<file path="src/rtl/uart_rx_pkg.sv">
// uart_rx_pkg: state encoding, legal prescale values and counter widths shared by the UART RX controller
package uart_rx_pkg;
    typedef logic [2:0] state_t;
    localparam state_t S_IDLE   = 3'd0;
    localparam state_t S_START  = 3'd1;
    localparam state_t S_DATA   = 3'd2;
    localparam state_t S_PARITY = 3'd3;
    localparam state_t S_STOP   = 3'd4;
    localparam int PRESC_8  = 8;
    localparam int PRESC_16 = 16;
    localparam int PRESC_32 = 32;
    localparam int BIT_W    = 4;
    function automatic logic presc_ok(input logic [31:0] p);
        return p == PRESC_8 || p == PRESC_16 || p == PRESC_32;
    endfunction
endpackage

</file>
<file path="src/rtl/uart_rx_edge_bit_cnt.sv">
// uart_rx_edge_bit_cnt: oversampling edge counter and data-bit counter
// CLK/RST clock and async active-low reset; en runs the edge counter (cleared when low);
// bit_en runs the bit counter (cleared when low); p is the latched prescale;
// edge_cnt/bit_cnt are the counts; bit_end flags the last edge of a bit (E == p-1).
module uart_rx_edge_bit_cnt
    import uart_rx_pkg::*;
#(
    parameter int PRESC_W = 6
) (
    input  logic               CLK,
    input  logic               RST,
    input  logic               en,
    input  logic               bit_en,
    input  logic [PRESC_W-1:0] p,
    output logic [PRESC_W-1:0] edge_cnt,
    output logic [BIT_W-1:0]   bit_cnt,
    output logic               bit_end
);
    assign bit_end = en && edge_cnt == p - PRESC_W'(1);

    always_ff @(posedge CLK or negedge RST) begin
        if (!RST) begin
            edge_cnt <= '0;
            bit_cnt  <= '0;
        end else begin
            edge_cnt <= (en && !bit_end) ? edge_cnt + PRESC_W'(1) : '0;
            bit_cnt  <= !bit_en ? '0 : bit_end ? bit_cnt + BIT_W'(1) : bit_cnt;
        end
    end
endmodule

</file>
<file path="src/rtl/uart_rx_ctrl.sv">
// uart_rx_ctrl: UART receiver frame sequencer driving sampler, deserializer and checkers
// Inputs: CLK, RST (async active-low), RX_IN serial line, prescale (8/16/32), PAR_EN,
// strt_glitch/par_err/stp_err checker results. Outputs: dat_samp_en, edge_cnt,
// deser_en/strt_chk_en/par_chk_en/stp_chk_en one-cycle strobes, data_valid/frame_err verdicts.
module uart_rx_ctrl
    import uart_rx_pkg::*;
#(
    parameter int DATA_WIDTH = 8,
    parameter int PRESC_W    = 6
) (
    input  logic               CLK,
    input  logic               RST,
    input  logic               RX_IN,
    input  logic [PRESC_W-1:0] prescale,
    input  logic               PAR_EN,
    input  logic               strt_glitch,
    input  logic               par_err,
    input  logic               stp_err,
    output logic               dat_samp_en,
    output logic [PRESC_W-1:0] edge_cnt,
    output logic               deser_en,
    output logic               strt_chk_en,
    output logic               par_chk_en,
    output logic               stp_chk_en,
    output logic               data_valid,
    output logic               frame_err
);
    state_t             state, nxt;
    logic [PRESC_W-1:0] p_q;
    logic [BIT_W-1:0]   bit_cnt;
    logic               par_en_q, par_flag, bit_end, samp, start_det, last_bit;

    // prescale is only honoured at the start edge; P stays frozen for the whole frame
    assign start_det = state == S_IDLE && !RX_IN && presc_ok(32'(prescale));
    // sampler result is settled two edges before the bit ends
    assign samp      = edge_cnt == p_q - PRESC_W'(2);
    assign last_bit  = bit_cnt == BIT_W'(DATA_WIDTH - 1);

    uart_rx_edge_bit_cnt #(.PRESC_W(PRESC_W)) u_cnt (
        .CLK      (CLK),
        .RST      (RST),
        .en       (dat_samp_en),
        .bit_en   (state == S_DATA),
        .p        (p_q),
        .edge_cnt (edge_cnt),
        .bit_cnt  (bit_cnt),
        .bit_end  (bit_end)
    );

    always_ff @(posedge CLK or negedge RST) begin
        if (!RST) state <= S_IDLE;
        else      state <= nxt;
    end

    always_comb begin
        nxt = state;
        case (state)
            S_IDLE:   nxt = start_det ? S_START : S_IDLE;
            S_START:  nxt = !bit_end ? S_START : strt_glitch ? S_IDLE : S_DATA;
            S_DATA:   nxt = !(bit_end && last_bit) ? S_DATA : par_en_q ? S_PARITY : S_STOP;
            S_PARITY: nxt = bit_end ? S_STOP : S_PARITY;
            S_STOP:   nxt = bit_end ? S_IDLE : S_STOP;
            default:  nxt = S_IDLE;
        endcase
    end

    always_comb begin
        dat_samp_en = state != S_IDLE;
        strt_chk_en = state == S_START && samp;
        deser_en    = state == S_DATA && samp;
        par_chk_en  = state == S_PARITY && samp;
        stp_chk_en  = state == S_STOP && samp;
    end

    // frame context and registered verdict; par_flag spans PARITY into STOP
    always_ff @(posedge CLK or negedge RST) begin
        if (!RST) begin
            p_q        <= '0;
            par_en_q   <= 1'b0;
            par_flag   <= 1'b0;
            data_valid <= 1'b0;
            frame_err  <= 1'b0;
        end else begin
            p_q        <= start_det ? prescale : p_q;
            par_en_q   <= (state == S_START && bit_end) ? PAR_EN : par_en_q;
            par_flag   <= start_det ? 1'b0 : (state == S_PARITY && bit_end && par_err) ? 1'b1 : par_flag;
            data_valid <= state == S_STOP && bit_end && !stp_err && !par_flag;
            frame_err  <= state == S_STOP && bit_end && (stp_err || par_flag);
        end
    end
endmodule
</file>
<file path="config.mk">
export PLATFORM = sky130hd
export DESIGN_NAME = uart_rx_ctrl
export DESIGN_NICKNAME = d
export VERILOG_FILES = /design/src/rtl/uart_rx_pkg.sv /design/src/rtl/uart_rx_edge_bit_cnt.sv /design/src/rtl/uart_rx_ctrl.sv
export SDC_FILE = /design/constraint.sdc
export NUM_CORES = 1
export LEC_CHECK = 0
export CORE_MARGIN = 3
export CORE_UTILIZATION = 30
export DETAILED_ROUTE_END_ITERATION = 6
export PLACE_DENSITY = 0.61
export SYNTH_ARGS = -nofsm -noshare
export SYNTH_HDL_FRONTEND = slang
export SYNTH_HIERARCHICAL = 1
export SYNTH_SLANG_ARGS = --single-unit
</file>
<file path="constraint.sdc">
create_clock -name CLK -period 6.9 [get_ports CLK]
set_input_delay 1.38 -clock CLK [delete_from_list [all_inputs] [get_ports CLK]]
set_output_delay 1.38 -clock CLK [all_outputs]
set_load 0.01 [all_outputs]
</file>
==> summary.md <==
| Metric | Value |
|---|---|
| Run status | completed |
| Hold Path Class | reg2reg |
| Worst Clk Skew | roughly 0.003 ns |
| Clock Latency Late Sink | 0.26 ns |
| Fmax | 272 MHz |
| Sequential share of the synthesized area | between 40% and 50% |
| DRC viols | 0 |
| Grt total ovfl | 0 |
| Max Root-Sink Buffers | 2 |
| Initial DRC Count | 92 |
| Initial antenna violation count | 0 |
| Drt total wl | ~3 mm |
| DP Area | about 1700 µm² |
| Synth Instances | roughly 150 |
| Nets | 193 |
| Area added between synthesis and finish | 24.1% |
| Worst Setup SP | p_q[2] |
| Tcrit/Tclk final | a little over half |
| CP Capture Type | output port |
| Post-route minimum period | approximately 3.7 ns |
| Row cnt | 24 |
| Port buffer count | 25 |
| Worst Setup EP | strt_chk_en |
| EDFF count, synth | 0 |
| Resize count post-CTS | 0 |
| First-pass GRT wire length | approximately 5.1 mm |
| Max IR drop VDD | 0.0855 mV |
| Yosys warns | 6 |
| R2R setup slack | approximately 3.6 ns |
| Post-CTS Hold Buffers | 0 |
| Commonest non-fill, non-tap cell in the layout | clkdlybuf4s50_1 |
| Slew headroom | approximately 30% |
| Critical R2R Launch | p_q[0] |
| Worst-Margin Slew | between 1 and 1.5 ns |
| Primary FF master, synth | dfrtp_1 |
| Final setup viols | 0 |
| N_diodes | 0 |
| R2R depth | 8 |
| Total GRT Usage | about an eighth |
| Vias in the first global route | around 1.1k |
| Vias per inst | 5.07 |
| CTS Root Cell | clkbuf_8 |
| Routability congestion estimate | between 0.8 and 0.9 |
| Share of post-route cells with drive strength above 1 | approximately 7.4% |
| Initial core utilization | 31.6% |
| Vias | roughly 1.2k |
| Post-CTS Setup Inserts | 0 |
| Syn avg cell area | between 9 and 10 µm² |
| Final Max Tran Viols | 0 |
| Pwr Density | approximately 290 nW/µm² |
| Crit Path Class | reg2out |
| Largest net degree at the start of global routing | 24 |
| Final hold viol count | 0 |
| Largest fanout on the critical path | 8 |
| RSZ-0062 raised after global routing | false |
| Leading cell types in the layout, fill and taps excluded | clkdlybuf4s50_1, dfrtp_1, nor2_1 |
| Final HPWL DP | roughly 2.2 mm |
| Syn_nets | between 150 and 200 |
| IO Pins | 26 |
| CTS Buf Count | 3 |
| CTS Sinks | 23 |
| H-tree depth | 1 |
| Die area | 5540 µm² |
| Hold depth | 1 |
| Worst Hold Slack | approximately 0.49 ns |
| TNS Setup | 0 ns |
| Leakage | approximately 0.00069 µW |
| Async SR Flop Fraction | between 90% and 100% |
| Drt pass-1 iters | 4 |
| Core ar. | 4440 µm² |
| Crit start category | flip-flop |
| Post-synth cell types | 36 |
| CTS tree | done |
| Die H | 74.4 µm |
| Register bit total from synthesis | 23 |
| Required @ worst endpoint | roughly 5.5 ns |
| Chip Width | between 70 and 80 µm |
| Reg2reg end | state[2] |
| WP data arrival | 2.29 ns |
| Post-route ant nets | 0 |
| Cell Area, Synth | 1410 µm² |
| Maxcap violations | 0 |
| Final Instance Area | approximately 1700 µm² |
| WL/cell | about 13 µm |
| Clk slew on worst S/H paths | approximately 0.080 ns |
==> synthesized netlist by cell type (all sizes together), types with 2 or more instances <==
cell type | count | area, µm²
or4 | 3 | 22.5
nand3b | 3 | 22.5
nor2b | 2 | 12.5
a21oi | 4 | 20.0
nand3 | 7 | 40.0
nor3 | 6 | 30.0
mux2i | 2 | 20.0
nor4 | 3 | 18.8
nor2 | 19 | 71.3
nand2 | 10 | 37.5
dfrtp | 23 | 576
xor2 | 9 | 78.8
inv | 10 | 37.5
nand4 | 2 | 12.5
xnor2 | 9 | 78.8
nand2b | 5 | 31.3
o2111ai | 2 | 17.5
buf | 3 | 21.3
mux2 | 5 | 56.3
ha | 4 | 50.1
o31ai | 4 | 30.0
o21ai | 3 | 15.0
==> worst min path at each step <==
stage | startpoint | end | slack [ns]
floorplan | par_flag | data_valid | 0.43
detailed placement | par_flag | data_valid | 0.48
finish | par_flag | data_valid | 0.49
global placement | par_flag | data_valid | 0.47
global route | par_flag | data_valid | 0.51
CTS | par_flag | data_valid | 0.50
==> layout make-up <==
class | count | area (µm²)
Clock buffer | 4 | 45.0
Inverter | 10 | 37.5
Sequential cell | 23 | 576
Timing Repair Buffer | 25 | 250
Fill cell | 463 | 2700
Multi-Input combinational cell | 113 | 771
Tap cell | 52 | 65.1
==> kinds of logic (layout without fill, tap and decap cells) <==
| group | Yosys count | in the layout | synth area share, % |
|---|---|---|---|
| XOR/XNOR | 18 | 18 | 11.2 |
| flip-flops | 23 | 23 | 41.0 |
| AO/OA/AOI/OAI | 19 | 19 | 9.80 |
| multiplexers | 7 | 7 | 5.43 |
| buffers and inverters | 13 | 39 | 4.19 |
| AND/OR/NAND/NOR | 65 | 65 | 24.8 |
| adder cells (fa/ha/maj) | 4 | 4 | 3.56 |
==> layer usage <==
layer	up-vias	GRT usage (%)	share of wire, %
met2	27	19.5	46
li1	576	-	-
met5	-	0	0
met3	2	1.22	4.1
met4	0	4.74	1.2
met1	545	16.2	49
==> power by group <==
group / leakage (µW) / internal (µW) / switching (µW)
Sequential: 0.000306 / 159 / 48.1
Combinational: 0.000366 / 101 / 108
Clock: 0.0000228 / 41.2 / 42.4
Total: 0.000695 / 302 / 198
==> critical path: stages (launching register included) <==
cell,delay (ns)
dfrtp_1,0.48
inv_1,0.09
ha_1,0.29
xor2_1,0.14
nand4_1,0.19
nor4_1,0.25
clkdlybuf4s50_1,0.59
==> registers in the layout, summed over array words and instances, names as in the netlist <==
register        count
data_valid          1
frame_err           1
p_q                 6
par_en_q            1
par_flag            1
state               3
u_cnt/bit_cnt       4
u_cnt/edge_cnt      6
==> metrics by stage <==
stage,total power (µW),util (%),setup WS (ns),std cells
floorplan,351,-,4.02,149
global placement,419,38.2,3.54,223
detailed placement,419,38.2,3.51,223
CTS,504,39.2,3.21,227
global route,540,39.2,3.07,227
finish,500,39.2,3.23,227
Power figures use the tool's default switching activity.
